## config.mk

```make
export PLATFORM = sky130hd
export DESIGN_NAME = exe_muldiv
export DESIGN_NICKNAME = d
export VERILOG_FILES = /design/src/rtl/exe_muldiv.sv
export SDC_FILE = /design/constraint.sdc
export NUM_CORES = 2
export LEC_CHECK = 0
export BUFFER_PORTS_ARGS = -buffer_cell sky130_fd_sc_hd__buf_2
export CAP_MARGIN = 10
export CORE_MARGIN = 4
export CORE_UTILIZATION = 40
export DETAILED_ROUTE_END_ITERATION = 8
export HOLD_SLACK_MARGIN = 0.08
export SKIP_LAST_GASP = 1
export SYNTH_ARGS = -nofsm -noshare
export SYNTH_HDL_FRONTEND = slang
export SYNTH_SLANG_ARGS = --single-unit
```

## constraint.sdc

```tcl
create_clock -name clk -period 23.8 [get_ports clk]
set_clock_uncertainty 0.2 [all_clocks]
set_input_delay 2.38 -clock clk [delete_from_list [all_inputs] [get_ports clk]]
set_output_delay 2.38 -clock clk [all_outputs]
set_load 0.01 [all_outputs]
```

## src/rtl/exe_muldiv.sv

```systemverilog
// exe_muldiv: iterative RV32M multiply/divide unit for the EXE stage.
// Multiplies take 2 cycles. Divides and remainders take 33 cycles, or 1 cycle
// for divide-by-zero and signed overflow.
// Ports:
//   clk, rst            clock (rising edge), asynchronous active-high reset
//   i_start             valid M-extension op in EXE this cycle
//   i_funct3            000 MUL, 001 MULH, 010 MULHSU, 011 MULHU,
//                       100 DIV, 101 DIVU, 110 REM, 111 REMU
//   i_rs1_data          operand A (forwarded)
//   i_rs2_data          operand B (forwarded)
//   i_flush             kill the in-flight op
//   o_busy              combinational stall request to upstream registers
//   o_done              one-cycle pulse, o_result valid for writeback
//   o_result            result, held until the next result write
module exe_muldiv (
  input  logic        clk,
  input  logic        rst,
  input  logic        i_start,
  input  logic [2:0]  i_funct3,
  input  logic [31:0] i_rs1_data,
  input  logic [31:0] i_rs2_data,
  input  logic        i_flush,
  output logic        o_busy,
  output logic        o_done,
  output logic [31:0] o_result
);

  typedef enum logic [1:0] {StIdle, StMul, StDiv, StDone} state_e;

  state_e      r_state, w_state_d;
  logic [1:0]  r_op;        // funct3[1:0]; funct3[2] is implied by the state
  logic [31:0] r_a;         // MUL: operand A; DIV: dividend magnitude, shifts into quotient
  logic [31:0] r_b;         // MUL: operand B; DIV: divisor magnitude
  logic [31:0] r_rem;
  logic [4:0]  r_cnt;
  logic        r_neg_q, r_neg_r;
  logic [31:0] r_result;
  logic        r_done;

  // Issue-side decode
  logic        w_accept, w_signed, w_div0, w_ovf, w_special, w_a_neg, w_b_neg;
  logic [31:0] w_special_res, w_mag_a, w_mag_b;

  always_comb begin
    w_accept      = (r_state == StIdle) && i_start && !i_flush;
    w_signed      = ~i_funct3[0];  // DIV and REM
    w_div0        = (i_rs2_data == 32'd0);
    w_ovf         = w_signed && (i_rs1_data == 32'h8000_0000) && (i_rs2_data == 32'hFFFF_FFFF);
    w_special     = w_div0 || w_ovf;
    w_a_neg       = w_signed && i_rs1_data[31];
    w_b_neg       = w_signed && i_rs2_data[31];
    w_mag_a       = w_a_neg ? -i_rs1_data : i_rs1_data;
    w_mag_b       = w_b_neg ? -i_rs2_data : i_rs2_data;
    if (w_div0) begin
      w_special_res = i_funct3[1] ? i_rs1_data : 32'hFFFF_FFFF;
    end else begin
      w_special_res = i_funct3[1] ? 32'd0 : 32'h8000_0000;
    end
  end

  // Multiply: 64 bits of the product of sign/zero-extended operands is enough
  logic        w_sa, w_sb;
  logic [63:0] w_op_a, w_op_b, w_prod;
  logic [31:0] w_mul_res;

  always_comb begin
    w_sa      = ((r_op == 2'b01) || (r_op == 2'b10)) && r_a[31];
    w_sb      = (r_op == 2'b01) && r_b[31];
    w_op_a    = {{32{w_sa}}, r_a};
    w_op_b    = {{32{w_sb}}, r_b};
    w_prod    = w_op_a * w_op_b;
    w_mul_res = (r_op == 2'b00) ? w_prod[31:0] : w_prod[63:32];
  end

  // Restoring divide step. The partial remainder is always below the divisor,
  // so bit 32 of the difference is a clean borrow flag.
  logic [32:0] w_shift, w_diff;
  logic        w_qbit;
  logic [31:0] w_rem_nxt, w_quo_nxt, w_div_res;

  always_comb begin
    w_shift   = {r_rem, r_a[31]};
    w_diff    = w_shift - {1'b0, r_b};
    w_qbit    = ~w_diff[32];
    w_rem_nxt = w_qbit ? w_diff[31:0] : w_shift[31:0];
    w_quo_nxt = {r_a[30:0], w_qbit};
    if (r_op[1]) begin
      w_div_res = r_neg_r ? -w_rem_nxt : w_rem_nxt;
    end else begin
      w_div_res = r_neg_q ? -w_quo_nxt : w_quo_nxt;
    end
  end

  // Next state
  always_comb begin
    w_state_d = r_state;
    unique case (r_state)
      StIdle: begin
        if (w_accept) begin
          if (!i_funct3[2])   w_state_d = StMul;
          else if (w_special) w_state_d = StDone;
          else                w_state_d = StDiv;
        end
      end
      StMul:  w_state_d = StDone;
      StDiv:  if (r_cnt == 5'd0) w_state_d = StDone;
      StDone: w_state_d = StIdle;
      default: w_state_d = StIdle;
    endcase
    if (i_flush) w_state_d = StIdle;
  end

  always_ff @(posedge clk or posedge rst) begin
    if (rst) begin
      r_state  <= StIdle;
      r_op     <= 2'b00;
      r_a      <= 32'd0;
      r_b      <= 32'd0;
      r_rem    <= 32'd0;
      r_cnt    <= 5'd0;
      r_neg_q  <= 1'b0;
      r_neg_r  <= 1'b0;
      r_result <= 32'd0;
      r_done   <= 1'b0;
    end else begin
      r_state <= w_state_d;
      r_done  <= (w_state_d == StDone);
      if (w_accept) begin
        r_op    <= i_funct3[1:0];
        r_neg_q <= ~i_funct3[1] && (w_a_neg ^ w_b_neg);
        r_neg_r <= i_funct3[1] && w_a_neg;
        r_rem   <= 32'd0;
        r_cnt   <= 5'd31;
        if (i_funct3[2]) begin
          r_a <= w_mag_a;
          r_b <= w_mag_b;
          if (w_special) r_result <= w_special_res;
        end else begin
          r_a <= i_rs1_data;
          r_b <= i_rs2_data;
        end
      end else if (!i_flush) begin
        if (r_state == StMul) r_result <= w_mul_res;
        if (r_state == StDiv) begin
          r_a   <= w_quo_nxt;
          r_rem <= w_rem_nxt;
          r_cnt <= r_cnt - 5'd1;
          if (r_cnt == 5'd0) r_result <= w_div_res;
        end
      end
    end
  end

  // Stall must act in the issue cycle, hence combinational
  assign o_busy   = !rst && (w_accept || (r_state == StMul) || (r_state == StDiv));
  assign o_done   = r_done;
  assign o_result = r_result;

endmodule

```

==> impl_metrics.env <==
export IMPL_outcome="complete, no violations"
export IMPL_reg2regPathDepth=31
export IMPL_synth_largest_area_cell="fa_1"
export IMPL_reg2reg_from="r_op[1]"
export IMPL_worstPathArrival_ns=11.15
export IMPL_holdPathEnd="r_b[25]"
export IMPL_fmax_mhz=91.3
export IMPL_cts_made_buffers=17
export IMPL_globalplace_congestion=1.00
export IMPL_final_nets=7266
export IMPL_routed_wl_um=171000
export IMPL_io_pin_count=105
export IMPL_synthArstFlopShare=1.00
export IMPL_post_route_cells_drive_above_1_share=0.0491
export IMPL_synth_area_top_cells="fa_1, inv_1, nand2_1, dfrtp_1, ha_1"
export IMPL_grt_usage=0.264
export IMPL_setup_violations=0
export IMPL_finalCritPeriodShare=0.460
export IMPL_start_util=0.405
export IMPL_use_met3=0.0314
export IMPL_hold_violations=0
export IMPL_grt_overflow=0
export IMPL_grt_use_met2=0.437
export IMPL_synthToLayoutAreaGrowth_pct=5.16
export IMPL_io_buffer_count=104
export IMPL_min_from="r_b[25]"
export IMPL_grt_max_degree=82
export IMPL_syn_nets=7404
export IMPL_ant_nets=0
export IMPL_max_cap_viol_count=0
export IMPL_rows=129
export IMPL_yosys_cell_count_top_type="inv_1"
export IMPL_syn_area_per_cell_um2=8.47
export IMPL_wl_per_cell_um=23.0
export IMPL_cts_root_buf="clkbuf_16"
export IMPL_vias=41106
export IMPL_num_fill_cells=12494
export IMPL_r2r_slack_ns=12.84
export IMPL_post_route_min_period_ns=10.96
export IMPL_drc=0
export IMPL_clk_latency_ns=0.50
export IMPL_final_cells=7465
export IMPL_clk_path_buf_depth=2
export IMPL_firstDrtPassIters=7
export IMPL_dp_cells=7430
export IMPL_cts_resized=0
export IMPL_hold_depth=2
export IMPL_grt_pass1_vias=43031
export IMPL_cts_tree="built"
export IMPL_use_met1=0.355
export IMPL_synth_seq_cells=140
export IMPL_ys_types=89
export IMPL_crit_required_ns=24.00
export IMPL_vias_per_cell=5.51
export IMPL_final_core_util=0.426
export IMPL_cts_hold_buf=0
export IMPL_multiInputGateArea_um2=40800
export IMPL_place_area_um2=52400
export IMPL_placeableCoreArea_um2=124000
export IMPL_cts_sinks=140
export IMPL_synth_edf_count=0
export IMPL_die_y_um=363
export IMPL_antenna_found_initial=10
export IMPL_post_cts_setup_buffers=0
export IMPL_die_area_um2=132000
export IMPL_drtIter0Drc=3805
export IMPL_synth_ff_type="dfrtp_1"
export IMPL_grt_busiest_layer="met2"
export IMPL_clk_pin_slew_worst_paths_ns=0.08
export IMPL_hp_class="flip-flop to flip-flop"
export IMPL_final_area_um2=53000
export IMPL_rsz0062_at_grt="no"
export IMPL_yosys_warnings=0
export IMPL_slew_limit_headroom=0.178
export IMPL_fin_setup_tns_ns=0
export IMPL_critPathMaxStageDelay_ns=0.92
export IMPL_cts_max_level=4
export IMPL_crit_buf_inv=8
export IMPL_synth_cells=5950
export IMPL_grt_first_pass_wirelength_um=265000
export IMPL_die_w_um=363
export IMPL_yosysSeqAreaShare=0.0695
export IMPL_cp_max_fo=23
export IMPL_worst_slew_pin_slew_ns=1.23
export IMPL_slowest_stage="fa_1"
export IMPL_worstReg2RegEnd="o_result[27]"
export IMPL_yosys_area_top_type_share=0.447
export IMPL_syn_area_um2=50400
export IMPL_cp_common_cell="fa_1"
export IMPL_synth_commonest_cells="inv_1, fa_1, nand2_1"
export IMPL_end_kind="flip-flop"
export IMPL_worstSetupPathType="flip-flop to flip-flop"
export IMPL_seq_area_um2=3510
export IMPL_slew_viol_final=0
export IMPL_cp_top_family="adder cells"
export IMPL_crit_path_start_kind="flip-flop"
export IMPL_dp_hpwl_um=137000
[worst max path at each step]
stage	from	to	slack, ns	depth (start not counted)
final	r_op[1]	o_result[27]	12.84	31
after global routing	r_op[1]	o_result[27]	12.37	32
after CTS	r_op[1]	o_result[27]	13.01	32
after detailed placement	r_op[1]	o_result[27]	13.05	32
after global placement	r_op[1]	o_result[27]	13.24	32
after floorplan	r_op[1]	o_result[27]	14.75	33
[cells in the final DEF, fill, tap and decap left out, types with 8 or more instances in the layout]
cell type | netlist | final
buf_4 | 0 | 99
a21oi_1 | 202 | 202
o31ai_1 | 27 | 27
buf_2 | 8 | 104
xnor2_1 | 111 | 111
fa_1 | 1126 | 1126
ha_1 | 257 | 256
nand2b_1 | 21 | 21
o21bai_1 | 12 | 12
o21ai_1 | 18 | 18
nor4_1 | 19 | 19
a21o_1 | 48 | 48
nand2_1 | 1044 | 1044
and3_1 | 27 | 27
dfrtp_1 | 140 | 136
nand3_1 | 39 | 39
nor3_1 | 43 | 43
or2_2 | 12 | 10
o21ai_0 | 238 | 238
xor2_1 | 99 | 99
inv_1 | 1250 | 1249
a221oi_1 | 13 | 13
o41ai_1 | 12 | 11
o211ai_1 | 32 | 32
a31o_2 | 8 | 8
or3_1 | 21 | 21
a211oi_1 | 24 | 24
mux2i_1 | 36 | 36
o21a_1 | 16 | 16
nand4_1 | 27 | 27
a31oi_1 | 29 | 29
clkbuf_16 | 0 | 17
o221ai_1 | 12 | 12
o22ai_1 | 9 | 9
and2_1 | 245 | 245
nor2b_1 | 19 | 19
nor2_1 | 229 | 229
or4_1 | 18 | 18
[sequential cells by signal, summed over array words and instances (netlist names)]
signal and cells:
r_rem 32, r_neg_r 1, o_done 1, r_cnt 5, r_b 32, r_a 32
r_op 2, r_neg_q 1, r_state 2, o_result 32
[cell families after synthesis]
logic type	share of synthesized area
AOI/OAI and AO/OA	0.0954
xor gates and xnor gates	0.0368
adders and majority gates	0.511
buffers and inverters	0.121
DFF	0.0695
muxes	0.00715
and+or+nand+nor	0.159
[layout make-up]
type,count,share of cell area
flip-flops and latches,140,0.0662
well taps,1637,0.0386
clock buffers,17,0.00803
repair buffers,203,0.0238
diodes,3,0.000142
inverters,1256,0.0890
multi-input cells,4194,0.770
clock inverters,15,0.00371
[worst reg2reg max path, delay by kind of cell (launching register included)]
family	cells	cell delay [ns]
buf+inv	8	1.38
xor+xnor	1	0.14
flops	1	0.89
simple gates	2	0.55
compound gates	10	2.11
fa+ha+maj	10	5.55
[metrics by stage]
stage | hold WS [ns] | worst slack [ns]
finish | 0.284 | 12.84
global route | 0.314 | 12.37
CTS | 0.291 | 13.01
detailed placement | 0.272 | 13.05
global placement | 0.266 | 13.24
floorplan | 0.262 | 14.75
[routing by layer]
layer / share of wire / vias to the layer above / wire length, um
li1: - / 17735 / -
met1: 0.41 / 21388 / 69800
met2: 0.47 / 1609 / 80900
met3: 0.071 / 370 / 12200
met4: 0.049 / 4 / 8440
met5: 0.00012 / - / 20
Power is not shown: default switching activity piles up to over one toggle a cycle in this logic, so the estimate is an artifact.
